<file path="src/rtl/mux_8bit_32to1.sv">
// Registered 8-bit 32:1 mux, 1-cycle latency, loads every cycle (no backpressure).
// Define MUX8_PARITY_EN to add the registered even-parity output out_parity.
module mux_8bit_32to1 (
  input  logic       clk,
  input  logic       rst,
  input  logic [4:0] select,
  input  logic [7:0] i0,
  input  logic [7:0] i1,
  input  logic [7:0] i2,
  input  logic [7:0] i3,
  input  logic [7:0] i4,
  input  logic [7:0] i5,
  input  logic [7:0] i6,
  input  logic [7:0] i7,
  input  logic [7:0] i8,
  input  logic [7:0] i9,
  input  logic [7:0] i10,
  input  logic [7:0] i11,
  input  logic [7:0] i12,
  input  logic [7:0] i13,
  input  logic [7:0] i14,
  input  logic [7:0] i15,
  input  logic [7:0] i16,
  input  logic [7:0] i17,
  input  logic [7:0] i18,
  input  logic [7:0] i19,
  input  logic [7:0] i20,
  input  logic [7:0] i21,
  input  logic [7:0] i22,
  input  logic [7:0] i23,
  input  logic [7:0] i24,
  input  logic [7:0] i25,
  input  logic [7:0] i26,
  input  logic [7:0] i27,
  input  logic [7:0] i28,
  input  logic [7:0] i29,
  input  logic [7:0] i30,
  input  logic [7:0] i31,
  output logic [7:0] out_signal
`ifdef MUX8_PARITY_EN
  ,
  output logic       out_parity
`endif
);

  logic [7:0] in_arr [32];
  logic [7:0] sel_byte_d;
  logic [7:0] out_signal_q;

  assign in_arr[0]  = i0;
  assign in_arr[1]  = i1;
  assign in_arr[2]  = i2;
  assign in_arr[3]  = i3;
  assign in_arr[4]  = i4;
  assign in_arr[5]  = i5;
  assign in_arr[6]  = i6;
  assign in_arr[7]  = i7;
  assign in_arr[8]  = i8;
  assign in_arr[9]  = i9;
  assign in_arr[10] = i10;
  assign in_arr[11] = i11;
  assign in_arr[12] = i12;
  assign in_arr[13] = i13;
  assign in_arr[14] = i14;
  assign in_arr[15] = i15;
  assign in_arr[16] = i16;
  assign in_arr[17] = i17;
  assign in_arr[18] = i18;
  assign in_arr[19] = i19;
  assign in_arr[20] = i20;
  assign in_arr[21] = i21;
  assign in_arr[22] = i22;
  assign in_arr[23] = i23;
  assign in_arr[24] = i24;
  assign in_arr[25] = i25;
  assign in_arr[26] = i26;
  assign in_arr[27] = i27;
  assign in_arr[28] = i28;
  assign in_arr[29] = i29;
  assign in_arr[30] = i30;
  assign in_arr[31] = i31;

  // Every 5-bit code indexes a real input, so the decode is total and latch-free.
  always_comb begin
    sel_byte_d = in_arr[select];
  end

  always_ff @(posedge clk or posedge rst) begin
    if (rst) begin
      out_signal_q <= 8'h00;
    end else begin
      out_signal_q <= sel_byte_d;
    end
  end

  assign out_signal = out_signal_q;

`ifdef MUX8_PARITY_EN
  logic parity_d;
  logic parity_q;

  // Computed from D so the parity flop stays aligned with out_signal.
  assign parity_d = ^sel_byte_d;

  always_ff @(posedge clk or posedge rst) begin
    if (rst) begin
      parity_q <= 1'b0;
    end else begin
      parity_q <= parity_d;
    end
  end

  assign out_parity = parity_q;
`endif

endmodule

</file>
<file path="config.mk">
export PLATFORM = sky130hd
export DESIGN_NAME = mux_8bit_32to1
export DESIGN_NICKNAME = d
export VERILOG_FILES = /design/src/rtl/mux_8bit_32to1.sv
export SDC_FILE = /design/constraint.sdc
export NUM_CORES = 1
export LEC_CHECK = 0
export CAP_MARGIN = 20
export CORE_AREA = 2 2 105 107
export DETAILED_ROUTE_END_ITERATION = 10
export DIE_AREA = 0 0 107 109
export PLACE_DENSITY = 0.77
export SETUP_SLACK_MARGIN = 0.5
export SLEW_MARGIN = 20
export SYNTH_ARGS = -nofsm -noshare
export SYNTH_HDL_FRONTEND = slang
export SYNTH_SLANG_ARGS = --single-unit
</file>
<file path="constraint.sdc">
create_clock -name clk -period 0.8 [get_ports clk]
set_input_delay 0.16 -clock clk [delete_from_list [all_inputs] [get_ports clk]]
set_output_delay 0.16 -clock clk [all_outputs]
set_load 0.03 [all_outputs]
</file>
==> out/results.ini, run 1 <==
[run_status]
outcome = finished with violations
violations = negative setup slack

[layout]
final_area_um2 = 5730
nets = 662
final_layout_size_suffix_gt1_share_pct = 32.5
final_cell_mix = dlymetal6s2s_1, dlygate4sd2_1, mux4_2
nFillCells = 913
largest_reg_flops = 8
final_common_cell = dlymetal6s2s_1
area_delta_synth_final_pct = 161
antenna_cells = 0

[timing]
min_period_over_period_pct = 207
min_period_ns = 1.66
max_freq_mhz = 604
setup_viol = 16
worst_slack_ns = -0.855
grt_setup_unrepaired = yes
totalNegativeSetupSlack_ns = -7.40
tightest_slew_ns = 0.201
whs_ns = 0.0256
maxSlewHeadroom_pct = 86.6
slew_violations = 0
finalHoldViolations = 0

[synth]
yosys_register_bits = 8
yosysSeqAreaShare_pct = 9.11
syn-cell-area_um2 = 2200
syn_inst = 116
synth_area_per_cell_um2 = 19.0
synth_nets = 379
synth_cell_type_count = 9
synth_warnings = 0

[worst_setup_path]
endpoint = out_signal[7]
slowest_delay_ns = 0.54
cp_num_buf_inv = 2
cp.required_ns = 0.91
cp-start-kind = input port
critPathKind = in2reg
critical-path-top-delay-family = multiplexers
arrival_ns = 1.76
path_depth = 5
critPathCaptureType = register
critical_path.startpoint = select[1]
path_cells = buf_16, buf_12, mux4_2, mux4_2, mux2_4
cp_max_fo = 7
path_common_cell = mux4_2
slowest_stage = mux4_2

[clock_network]
clockBufferDepth = 2
root_buffer = clkbuf_8
clk_pin_slew_worst_paths_ns = 0.04
clock-sinks = 8
ctsHoldBuffers = 0
cts_tree = yes
h-tree-depth = 1
cts_buffers = 3
cts_setup_buffers = 0

[die]
core_area_um2 = 10600
die_h_um = 109
fp.dieW_um = 107
ioPinCount = 271
start_util_pct = 20.7
rows = 38
die-area_um2 = 11700

[drt]
avgViaCountPerCell = 4.89
routed_wl_mm = 12.2
wl_per_cell_um = 22.7
ant_nets = 0
first_pass_iters = 4
drc_errors = 0
vias = 2624
drtIter0Drc = 100

[pwr]
vdd_drop_max_uv = 466
p_total_mw = 3.81
powerDensity_nw_per_um2 = 664
p_leak_nw = 3.42

[global_routing]
grt_start_max_net_pins = 26
overflow = 0
grt_pass1_wl_mm = 16.8
antenna_found_initial = 1
grt_use_total_pct = 19.4
grt_pass1_vias = 3008

[place]
dp_hpwl_mm = 10.0
gp_congestion = 0.873
placed_cell_area_um2 = 5190
place.port_buffers = 270

[job]
drv_cap = 0

[hold_path]
hold_path_class = in2async

## per-stage QoR
| step | instances | utilization, % | setup slack, ns |
|---|---|---|---|
| after floorplan | 116 | - | -0.962 |
| after global placement | 526 | 48.9 | -1.27 |
| after detailed placement | 526 | 48.9 | -1.28 |
| after CTS | 533 | 49.9 | -0.902 |
| after global routing | 537 | 54.1 | -0.859 |
| final | 537 | 54.1 | -0.855 |
## metal layers
metal	global-route usage, %	wire length [um]	up-vias
met1	24.0	4700	1333
li1	-	-	1145
met5	0	0	-
met3	3.17	742	10
met4	3.90	130	0
met2	36.0	6640	136
## synth_stat cells (all sizes together)
cell type	count	area, um2
mux4	80	1800
buf	13	80.1
dfrtp	8	200
mux2	8	90.1
clkbuf	6	22.5
inv	1	3.75
## logic make-up (layout without fill, tap and decap cells)
logic type	after synthesis	in the layout	synth area share, %
flip-flops	8	8	9.11
buffers and inverters	20	301	4.84
multiplexers	88	88	86.1
## area by class of cell
class                           count  area [um2]  share of cell area, %
Sequential cell                     8         200                   3.49
Timing Repair Buffer              297        3390                   59.1
Inverter                            1        3.75                 0.0655
Multi-Input combinational cell     88        1920                   33.5
Clock buffer                        3        41.3                  0.720
Tap cell                          140         175                   3.06
## report_power, final
group	internal [mW]	leakage (nW)	switching (mW)	total (mW)
Combinational	1.93	3.30	0.870	2.80
Sequential	0.479	0.0932	0.0405	0.519
Clock	0.326	0.0216	0.161	0.488
## worst min-delay path by stage
stage / end / slack (ns)
after floorplan: out_signal[0] / -0.02
after global placement: out_signal[5] / 0.48
after detailed placement: out_signal[5] / 0.47
after CTS: out_signal[5] / 0.02
after global routing: out_signal[5] / 0.03
final: out_signal[5] / 0.03
## what timing repair did
action	CTS	global route
gates resized for setup	143	138
gates cloned	4	4
setup endpoints to repair	24	16
## tightest hold or removal path, cell delays in order
cell           delay (ns)
dlygate4sd2_1        0.24
inv_2                0.06
buf_12               0.12
(Power assumes the default switching activity.)
==> inputs of run 2 (changes only) <==
--- a/config.mk
+++ b/config.mk
@@ -5,7 +5,6 @@
 export SDC_FILE = /design/constraint.sdc
 export NUM_CORES = 1
 export LEC_CHECK = 0
-export CAP_MARGIN = 20
 export CORE_AREA = 2 2 105 107
 export DETAILED_ROUTE_END_ITERATION = 10
 export DIE_AREA = 0 0 107 109
==> results of run 2 <==
Final layout, timing and power as in run 1 (identical DEF).
==> inputs of run 3 (changes only) <==
--- a/config.mk
+++ b/config.mk
@@ -5,10 +5,11 @@
 export SDC_FILE = /design/constraint.sdc
 export NUM_CORES = 1
 export LEC_CHECK = 0
-export CORE_AREA = 2 2 105 107
+export ABC_CLOCK_PERIOD_IN_PS = 2140
+export CORE_AREA = 2 2 104 106
 export DETAILED_ROUTE_END_ITERATION = 10
-export DIE_AREA = 0 0 107 109
-export PLACE_DENSITY = 0.77
+export DIE_AREA = 0 0 106 108
+export PLACE_DENSITY = 0.78
 export SETUP_SLACK_MARGIN = 0.5
 export SLEW_MARGIN = 20
 export SYNTH_ARGS = -nofsm -noshare
==> constraint.sdc (replaced) <==
create_clock -name clk -period 2.14 [get_ports clk]
set_input_delay 0.428 -clock clk [delete_from_list [all_inputs] [get_ports clk]]
set_output_delay 0.428 -clock clk [all_outputs]
set_load 0.03 [all_outputs]
==> run 3 against run 2 <==
  * Cell count shrank 2.2%
  * The run now ends clean
  * Clock power down 63%
  * Flip-flop and latch count unchanged
  * Largest cell class unchanged
==> out/results.ini, run 3 (synthesized netlist as in run 1, its figures left out) <==
[pwr]
vdd_drop_max_uv = 175  ; -62%
powerDensity_nw_per_um2 = 272  ; -59%
p_leak_nw = 2.03  ; -41%
p_total_mw = 1.44  ; -62%

[layout]
nFillCells = 893  ; -2.2%
final_cell_mix = clkdlybuf4s50_1, mux4_2, dlygate4sd2_1
final_layout_size_suffix_gt1_share_pct = 28.6  ; -3.9 points
multi_input_area_um2 = 1920  ; -0.20%
nets = 653  ; -1.4%
final_common_cell = clkdlybuf4s50_1
largest_reg_flops = 8  ; unchanged
final-seq-area_um2 = 200  ; unchanged
area_delta_synth_final_pct = 140

[global_routing]
antenna_found_initial = 2  ; +1
grt_pass1_wl_mm = 17.1  ; +1.5%
grt_start_max_net_pins = 33  ; +27%
grt_pass1_vias = 3004  ; -0.13%
overflow = 0  ; unchanged
grt_use_total_pct = 19.9  ; +0.47 points

[die]
core_area_um2 = 10200  ; -3.5%
rows = 37  ; -2.6%
ioPinCount = 271  ; unchanged
die-area_um2 = 11400  ; -1.8%
fp.dieW_um = 106  ; -0.93%
start_util_pct = 21.5  ; +0.75 points
die_h_um = 108  ; -0.92%

[clock_network]
clock-sinks = 8  ; unchanged
cts_tree = yes
ctsHoldBuffers = 0  ; unchanged
clockBufferDepth = 2  ; unchanged
cts_buffers = 3  ; unchanged
root_buffer = clkbuf_8
clk_pin_slew_worst_paths_ns = 0.04  ; about the same
h-tree-depth = 1  ; unchanged

[drt]
drc_errors = 0  ; unchanged
ant_nets = 0  ; unchanged
wl_per_cell_um = 22.3  ; -2.0%
vias = 2558  ; -2.5%
routed_wl_mm = 11.7  ; -4.1%
drtIter0Drc = 91  ; -9.0%
avgViaCountPerCell = 4.87  ; -0.29%
first_pass_iters = 4  ; unchanged

[timing]
totalNegativeSetupSlack_ns = 0  ; +7.40 ns
min_period_ns = 2.03
maxSlewHeadroom_pct = 76.3  ; -10 points
finalHoldViolations = 0  ; unchanged
setup_viol = 0  ; -16
slew_violations = 0  ; unchanged
grt_setup_unrepaired = yes
min_period_over_period_pct = 94.8
tightest_slew_ns = 0.357  ; +0.156 ns
max_freq_mhz = 493

[worst_setup_path]
critical-path-top-delay-family = multiplexers
cp-start-kind = input port
critPathKind = in2reg
path_common_cell = buf_12
cp_num_buf_inv = 4  ; +2
critPathCaptureType = register
slowest_delay_ns = 0.49  ; -0.05 ns
cp_max_fo = 8  ; +1
path_cells = buf_8, buf_12, buf_12, buf_12, mux4_2, mux4_2, mux2_4
cp.required_ns = 2.24  ; +1.33 ns
arrival_ns = 2.13  ; +0.37 ns
slowest_stage = mux4_2

[place]
gp_congestion = 0.836  ; -4.2%
dp_hpwl_mm = 10.4  ; +3.6%
place.port_buffers = 270  ; unchanged

[run_status]
outcome = complete, no violations

[hold_path]
hold_path_class = in2async

[job]
drv_cap = 0  ; unchanged

-- run 3: cell count changes in the layout (fill, tap and decap cells not counted), sizes merged --
cell           before  now
buf                33   20
clkbuf              7    3
clkdlybuf4s50       7  221
diode               0    1
dlygate4sd2       116   37
dlymetal6s2s      137   10
-- run 3: worst paths after layout --
kind	start	cells after the start	endpoint
min in group clk	i23[4]	4	out_signal[4]
max in group asynchronous	rst	2	out_signal[6]
worst min-delay path	rst	2	out_signal[7]
worst max-delay path	select[1]	7	out_signal[5]
-- run 3: what timing repair did --
action	in CTS	in global routing
setup buffers	2	0
resized for setup	46	12
endpoints found under the setup margin	15	9
cloned	0	0
pin swaps	0	0
-- run 3: per-layer routing --
metal	track usage, %	wire (um)	up-vias
met5	0	7	-
met4	5.45	265	2
met3	5.42	987	22
met2	37.3	6290	150
met1	22.2	4160	1260
li1	-	-	1124
-- run 3: through the flow --
step | hold slack [ns] | std cells | setup WS, ns | cell area (um2) | utilization [%]
6_report | 0.471 | 525 | 0.111 | 5290 | 51.7
4_1_cts | 0.481 | 524 | 0.117 | 5250 | 51.3
3_5_place_dp | 0.716 | 519 | -0.231 | 5190 | 50.8
2_1_floorplan | 0.244 | 116 | 0.110 | 2290 | -
3_3_place_gp | 0.713 | 519 | -0.245 | 5190 | 50.8
5_1_grt | 0.505 | 524 | 0.0899 | 5280 | 51.6
-- run 3: power by group --
group | switching (mW) | internal (mW) | total, mW
sequential | 0.0106 | 0.179 | 0.189
combinational | 0.314 | 0.756 | 1.07
clock | 0.0580 | 0.122 | 0.180
total | 0.382 | 1.06 | 1.44
-- run 3: layout make-up --
cell class | instances | area share, %
timing repair buffer | 288 | 55.8
multi-input combinational | 88 | 36.3
sequential | 8 | 3.79
tap | 136 | 3.22
clock buffer | 3 | 0.781
inverter | 1 | 0.0710
antenna | 1 | 0.0473
